==> src/rtl/lcd_pixel_unpacker_pkg.sv <==
// lcd_pixel_unpacker_pkg: shared widths, unpack phase encoding and RGB channel layout
// Contents:
//   PIXEL_W / WORD_W : pixel and packed FIFO word widths
//   phase_t          : unpack phase PH_0..PH_3 (wraps 3 -> 0)
//   pixel_t          : pixel with channel slices r=[23:16], g=[15:8], b=[7:0]
package lcd_pixel_unpacker_pkg;
    localparam int PIXEL_W = 24;
    localparam int WORD_W = 32;
    typedef enum logic [1:0] {PH_0, PH_1, PH_2, PH_3} phase_t;
    typedef struct packed {
        logic [7:0] r;
        logic [7:0] g;
        logic [7:0] b;
    } pixel_t;
endpackage

==> src/rtl/lcd_pixel_unpacker_if.sv <==
// lcd_pixel_unpacker_if: FIFO-side and LCD-side signals of the pixel unpacker
// Signals:
//   i_fifoData/i_fifoEmpty/o_fifoRead       : clock-crossing FIFO read port
//   o_pixelData/o_pixelValid/i_pixelReady   : pixel valid/ready stream to the LCD driver
//   o_frameDone/o_underflow                 : frame completion pulse, sticky starvation flag
// Modports: master = unpacker, slave = FIFO/LCD environment.
interface lcd_pixel_unpacker_if;
    import lcd_pixel_unpacker_pkg::*;
    logic [WORD_W-1:0] i_fifoData;
    logic i_fifoEmpty;
    logic o_fifoRead;
    logic [PIXEL_W-1:0] o_pixelData;
    logic o_pixelValid;
    logic i_pixelReady;
    logic o_frameDone;
    logic o_underflow;
    modport master (
        input i_fifoData, i_fifoEmpty, i_pixelReady,
        output o_fifoRead, o_pixelData, o_pixelValid, o_frameDone, o_underflow
    );
    modport slave (
        output i_fifoData, i_fifoEmpty, i_pixelReady,
        input o_fifoRead, o_pixelData, o_pixelValid, o_frameDone, o_underflow
    );
endinterface

==> src/rtl/lcd_word_buffer.sv <==
// lcd_word_buffer: 2-entry buffer for FIFO read returns with in-flight read tracking
// Ports:
//   i_lcdClock, i_nReset : clock, synchronous active-low reset
//   i_fifoData           : FIFO data, valid the cycle after o_fifoRead
//   i_fifoEmpty          : FIFO empty flag
//   i_pop                : consume the head word this cycle
//   o_fifoRead           : FIFO read enable
//   o_word, o_wordValid  : head word and buffer-not-empty flag
module lcd_word_buffer
    import lcd_pixel_unpacker_pkg::*;
(
    input  logic              i_lcdClock,
    input  logic              i_nReset,
    input  logic [WORD_W-1:0] i_fifoData,
    input  logic              i_fifoEmpty,
    input  logic              i_pop,
    output logic              o_fifoRead,
    output logic [WORD_W-1:0] o_word,
    output logic              o_wordValid
);
    logic [WORD_W-1:0] mem [2];
    logic [1:0] count, occupancy;
    logic rdPtr, wrPtr, inFlight;
    // Occupancy already accounts for this cycle's pop, so a read can be
    // issued into the slot being freed; this keeps 1 pixel/clock sustainable.
    always_comb begin
        o_wordValid = count != 2'd0;
        o_word = mem[rdPtr];
        occupancy = count + {1'b0, inFlight} - {1'b0, i_pop};
        o_fifoRead = i_nReset && !i_fifoEmpty && occupancy < 2'd2;
    end
    always_ff @(posedge i_lcdClock) begin
        if (!i_nReset) begin
            count <= '0;
            rdPtr <= 1'b0;
            wrPtr <= 1'b0;
            inFlight <= 1'b0;
        end else begin
            inFlight <= o_fifoRead;
            count <= occupancy;
            if (inFlight) begin
                mem[wrPtr] <= i_fifoData;
                wrPtr <= !wrPtr;
            end
            if (i_pop) rdPtr <= !rdPtr;
        end
    end
endmodule

==> src/rtl/lcd_pixel_unpacker.sv <==
// lcd_pixel_unpacker: unpacks 3 packed 32-bit FIFO words into 4 RGB pixels, one per clock
// Ports:
//   i_lcdClock, i_nReset : LCD pixel clock, synchronous active-low reset
//   bus (master)         : FIFO read port, pixel valid/ready stream, frame done, underflow
// Parameters:
//   FRAME_PIXELS : pixels per frame (multiple of 4)
//   CNT_W        : pixel counter width, 2**CNT_W > FRAME_PIXELS
module lcd_pixel_unpacker
    import lcd_pixel_unpacker_pkg::*;
#(
    parameter int FRAME_PIXELS = 384000,
    parameter int CNT_W = 19
) (
    input logic i_lcdClock,
    input logic i_nReset,
    lcd_pixel_unpacker_if.master bus
);
    logic [WORD_W-1:0] word;
    logic haveWord, pop, canLoad, step, xfer, lastPixel, frameActive;
    phase_t phase, phaseNext;
    logic [PIXEL_W-1:0] leftover, nextLeft;
    pixel_t nextPixel;
    logic [CNT_W-1:0] pixelCount;

    lcd_word_buffer wordBuffer (
        .i_lcdClock (i_lcdClock),
        .i_nReset   (i_nReset),
        .i_fifoData (bus.i_fifoData),
        .i_fifoEmpty(bus.i_fifoEmpty),
        .i_pop      (pop),
        .o_fifoRead (bus.o_fifoRead),
        .o_word     (word),
        .o_wordValid(haveWord)
    );

    always_ff @(posedge i_lcdClock) phase <= !i_nReset ? PH_0 : phaseNext;

    // Phase 3 drains the leftover register and never waits on the buffer.
    always_comb begin
        canLoad = !bus.o_pixelValid || bus.i_pixelReady;
        step = canLoad && (phase == PH_3 || haveWord);
        pop = step && phase != PH_3;
        phaseNext = step ? phase_t'(phase + 2'd1) : phase;
    end

    always_comb begin
        nextPixel = phase == PH_0 ? word[31:8] :
                    phase == PH_1 ? {leftover[7:0], word[31:16]} :
                    phase == PH_2 ? {leftover[15:0], word[31:24]} : leftover;
        nextLeft = phase == PH_0 ? {16'd0, word[7:0]} :
                   phase == PH_1 ? {8'd0, word[15:0]} :
                   phase == PH_2 ? word[23:0] : '0;
        xfer = bus.o_pixelValid && bus.i_pixelReady;
        lastPixel = pixelCount == CNT_W'(FRAME_PIXELS - 1);
    end

    always_ff @(posedge i_lcdClock) begin
        if (!i_nReset) begin
            bus.o_pixelData <= '0;
            bus.o_pixelValid <= 1'b0;
            bus.o_frameDone <= 1'b0;
            bus.o_underflow <= 1'b0;
            leftover <= '0;
            pixelCount <= '0;
            frameActive <= 1'b0;
        end else begin
            if (step) begin
                bus.o_pixelData <= nextPixel;
                leftover <= nextLeft;
            end
            if (canLoad) bus.o_pixelValid <= step;
            if (xfer) pixelCount <= lastPixel ? '0 : pixelCount + CNT_W'(1);
            frameActive <= xfer ? !lastPixel : frameActive;
            bus.o_frameDone <= xfer && lastPixel;
            bus.o_underflow <= bus.o_underflow || (frameActive && bus.i_pixelReady && !bus.o_pixelValid);
        end
    end
endmodule

==> src/flat_wrapper.sv <==
// flat-port wrapper written by rule: the top's interface ports become plain ports
module lcd_pixel_unpacker_flat import lcd_pixel_unpacker_pkg::*;
#(
    parameter int FRAME_PIXELS = 384000,
    parameter int CNT_W = 19
)
  (i_lcdClock, i_nReset, bus_i_fifoData, bus_i_fifoEmpty, bus_i_pixelReady, bus_o_fifoRead, bus_o_pixelData, bus_o_pixelValid, bus_o_frameDone, bus_o_underflow);
  lcd_pixel_unpacker_if bus_i ();
  input logic i_lcdClock;
  input logic i_nReset;
  input wire logic [$bits(bus_i.i_fifoData)-1:0] bus_i_fifoData;
  input wire logic [$bits(bus_i.i_fifoEmpty)-1:0] bus_i_fifoEmpty;
  input wire logic [$bits(bus_i.i_pixelReady)-1:0] bus_i_pixelReady;
  output wire logic [$bits(bus_i.o_fifoRead)-1:0] bus_o_fifoRead;
  output wire logic [$bits(bus_i.o_pixelData)-1:0] bus_o_pixelData;
  output wire logic [$bits(bus_i.o_pixelValid)-1:0] bus_o_pixelValid;
  output wire logic [$bits(bus_i.o_frameDone)-1:0] bus_o_frameDone;
  output wire logic [$bits(bus_i.o_underflow)-1:0] bus_o_underflow;
  assign bus_i.i_fifoData = bus_i_fifoData;
  assign bus_i.i_fifoEmpty = bus_i_fifoEmpty;
  assign bus_i.i_pixelReady = bus_i_pixelReady;
  assign bus_o_fifoRead = bus_i.o_fifoRead;
  assign bus_o_pixelData = bus_i.o_pixelData;
  assign bus_o_pixelValid = bus_i.o_pixelValid;
  assign bus_o_frameDone = bus_i.o_frameDone;
  assign bus_o_underflow = bus_i.o_underflow;
  lcd_pixel_unpacker #(.FRAME_PIXELS(FRAME_PIXELS), .CNT_W(CNT_W)) u_core (.i_lcdClock(i_lcdClock), .i_nReset(i_nReset), .bus(bus_i));
endmodule
==> config.mk <==
export PLATFORM = sky130hd
export DESIGN_NAME = lcd_pixel_unpacker_flat
export DESIGN_NICKNAME = d
export VERILOG_FILES = /design/src/rtl/lcd_pixel_unpacker_pkg.sv /design/src/rtl/lcd_pixel_unpacker_if.sv /design/src/rtl/lcd_word_buffer.sv /design/src/rtl/lcd_pixel_unpacker.sv /design/src/flat_wrapper.sv
export SDC_FILE = /design/constraint.sdc
export NUM_CORES = 1
export LEC_CHECK = 0
export CAP_MARGIN = 20
export CORE_MARGIN = 2
export CORE_UTILIZATION = 45
export DETAILED_ROUTE_END_ITERATION = 8
export PLACE_DENSITY_LB_ADDON = 0.08
export SETUP_SLACK_MARGIN = 0.05
export SLEW_MARGIN = 20
export SYNTH_ARGS = -nofsm -noshare
export SYNTH_HDL_FRONTEND = slang
export SYNTH_SLANG_ARGS = --single-unit
==> constraint.sdc <==
create_clock -name i_lcdClock -period 5.1 [get_ports i_lcdClock]
set_clock_uncertainty 0.1 [all_clocks]
set_input_delay 0.765 -clock i_lcdClock [delete_from_list [all_inputs] [get_ports i_lcdClock]]
set_output_delay 0.765 -clock i_lcdClock [all_outputs]
set_load 0.02 [all_outputs]
==> summary.md <==
| Metric | Value |
|---|---|
| Vias in the first global route | `around 4100` |
| Synth Flop Type | `dfxtp_1` |
| Vias per cell | `5.49` |
| Crit path time final | `4150 ps` |
| Layout cell share with drive strength beyond 1 | `0.110` |
| Drt first-iter violations | `around 320` |
| CP max-delay cell | `clkdlybuf4s50_1` |
| Min-delay worst type | `reg -> reg` |
| Worst skew pair latency | `420 ps` |
| Starting Density | `0.460` |
| Cell family contributing the most delay on the critical path | `buffers and inverters` |
| Max Slew Vio Count | `0` |
| Dpl cell area | `6850 sq um` |
| Worst-path clk slew | `60 ps` |
| Clock sinks | `~140` |
| Worst Path Required | `about 4200 ps` |
| Endpoints failing setup | `0` |
| Area of the multi-input gates | `2370 sq um` |
| Vias | `4405` |
| Kind of critical path | `in -> out` |
| Pre-CTS WS | `between 900 and 1000 ps` |
| Worst Setup End Kind | `output pin` |
| Resized Gates After CTS | `0` |
| Leakage | `2.47 nW` |
| Crit-path max cell delay | `630 ps` |
| Final design instance area without fill | `7380 sq um` |
| Share of async-settable or async-resettable flops after synthesis | `0` |
| CTS tree | `done` |
| Tot Pwr | `3.93 mW` |
| Register area share after synthesis | `0.577` |
| Synth Net Count | `600` |
| Number of diodes | `0` |
| Max Cap Violations | `0` |
| Max clock buf depth | `2` |
| Status | `complete, no violations` |
| Num CTS Buffers | `17` |
| Mapped Area | `between 6000 and 7000 sq um` |
| Least-Margin Pin Slew | `922 ps` |
| Synth unique cells | `51` |
| Setup Buffers After CTS | `0` |
| Critical Path AT | `3280 ps` |
| Most common cell after layout, fill and taps aside | `dfxtp_1` |
| Worst vdd ir | `0.000247 V` |
| GP Congestion | `0.823` |
| Die width | `120 um` |
| Final Worst Setup Slack | `953 ps` |
| Final ANT Viol Nets | `0` |
| Die area | `~14000 sq um` |
| Average size of a mapped cell | `10.9 sq um` |
| Ys Warns | `0` |
| First-pass GRT wire length | `21500 um` |
| Root Driver | `clkbuf_16` |
| Fin Setup TNS | `0 ps` |
| Largest net degree at the start of global routing | `between 40 and 50` |
| Ports | `64` |
| Flops & latches, synth | `143` |
| Gr usage total | `0.194` |
| First drt pass iteration count | `5` |
| Gate Count Post-Synth | `557` |
| H-tree depth | `4` |
| Final Hold Viols | `0` |
| Pwr dens | `around 530 nW/um^2` |
| Antenna violations before repair | `0` |
| RSZ-0062 raised after global routing | `false` |
| Core Rows | `42` |
| Die height | `120 um` |
| Placed wire-length estimate | `just under 9000 um` |
| Final cycle utilization of the critical path | `0.813` |
| Final #Nets | `657` |
| Core area | `13200 sq um` |
| CTS Hold Bufs | `0` |
| Syn-to-layout area delta | `21.7%` |
| Slew margin rel. | `0.381` |
| Fill cells | `~1200` |
| Routed wire per std cell | `16.7 um` |
| Register Area | `3500 sq um` |
| Total gr overflow | `0` |
| Tightest hold margin | `351 ps` |
| Most frequent cells in the layout | `78 x dfxtp_1, 68 x a21oi_1, 64 x edfxtp_1` |
| FMAX | `0.241 GHz` |
| Post-synth EDFFs | `64` |
| DRC | `0` |
| Critical path peak fanout | `7` |
| Routed WL | `13400 um` |
| Crit-path cells | `clkdlybuf4s50_1, nor2b_1, nor3_1, ha_1, inv_1, ha_1, xnor2_1, xnor2_1, nor3_1, clkdlybuf4s50_1` |
| Critical Path Source Type | `input port` |
| IO buf count | `63` |
| Buf+Inv Stages, Crit Path | `3` |
## worst min-delay path, stage by stage (launching register included)
cell and delay [ps]:
dfxtp_1 310, nand2_1 50, a21oi_1 50
## synthesized netlist by cell type, types with 3 or more instances
library cell | number | area (sq um)
o21ai_0 | 23 | 115
or3_1 | 24 | 150
ha_1 | 7 | 87.6
and2_1 | 3 | 18.8
a21oi_1 | 68 | 340
mux2_2 | 12 | 135
buf_4 | 3 | 22.5
xnor2_1 | 6 | 52.6
dfxtp_1 | 79 | 1580
a211oi_1 | 6 | 45.0
nand2_1 | 59 | 221
o311ai_0 | 7 | 61.3
inv_1 | 9 | 33.8
nand3_1 | 8 | 40.0
mux2i_1 | 40 | 400
clkbuf_1 | 22 | 82.6
a221oi_1 | 8 | 70.1
buf_2 | 9 | 45.0
edfxtp_1 | 64 | 1920
nand4_1 | 9 | 56.3
nor2_1 | 25 | 93.8
nor3_1 | 8 | 40.0
nor2b_1 | 11 | 68.8
xor2_1 | 8 | 70.1
o31ai_1 | 5 | 37.5
## registers in the layout, summed over array words and instances, names as in the netlist, named ones only
| name | cells |
|---|---|
| u_core.wordBuffer.mem | 64 |
| u_core.bus.o_pixelData | 24 |
| u_core.leftover | 24 |
| u_core.pixelCount | 19 |
| u_core.phase | 2 |
| u_core.wordBuffer.count | 2 |
| u_core.bus.o_frameDone | 1 |
| u_core.bus.o_pixelValid | 1 |
| u_core.bus.o_underflow | 1 |
| u_core.frameActive | 1 |
| u_core.wordBuffer.inFlight | 1 |
| u_core.wordBuffer.rdPtr | 1 |
| u_core.wordBuffer.wrPtr | 1 |
## metal layers
| metal | up-vias | track usage | wire (um) |
|---|---|---|---|
| li1 | 2161 | - | - |
| met1 | 2122 | 0.260 | 6310 |
| met2 | 103 | 0.300 | 6290 |
| met3 | 19 | 0.0575 | 559 |
| met4 | 0 | 0.0654 | 269 |
| met5 | - | 0 | 0 |
## layout make-up
type / instances / share of cell area
Clock buffer: 19 / 0.0600
Clock inverter: 13 / 0.0125
Inverter: 9 / 0.00458
Multi-Input combinational cell: 368 / 0.321
Sequential cell: 143 / 0.475
Tap cell: 176 / 0.0298
Timing Repair Buffer: 75 / 0.0976
## per-stage QoR
step | std cells | utilization
finish | 803 | 0.560
global route | 803 | 0.560
CTS | 803 | 0.560
detailed placement | 771 | 0.519
global placement | 771 | 0.519
floorplan | 557 | -
## where the power goes
group | internal, mW | switching (mW) | total [mW] | leakage, nW
Clock | 0.631 | 0.482 | 1.11 | 0.241
Sequential | 1.39 | 0.135 | 1.52 | 1.22
Combinational | 0.527 | 0.766 | 1.29 | 1.01
Total | 2.55 | 1.38 | 3.93 | 2.47
## final timing paths
kind              cells past startpoint  slack (ps)                        startpoint                                      end
setup / recovery                     10         950                  bus_i_pixelReady                           bus_o_fifoRead
hold / removal                        2         350  u_core.leftover[17]$_SDFFE_PN0N_         u_core.leftover[17]$_SDFFE_PN0N_
setup reg to reg                      7        2500      u_core.phase[0]$_SDFFE_PN0N_  u_core.bus.o_pixelData[23]$_SDFFE_PN0N_
hold reg to reg                       2         350  u_core.leftover[17]$_SDFFE_PN0N_         u_core.leftover[17]$_SDFFE_PN0N_
## kinds of logic after synthesis
group | share of synthesized area
buffers and inverters | 0.0336
flip-flops | 0.577
XOR/XNOR | 0.0202
adder cells (fa/ha/maj) | 0.0144
AND/OR/NAND/NOR | 0.140
AO/OA/AOI/OAI | 0.126
multiplexers | 0.0883
(Power assumes the default switching activity.)
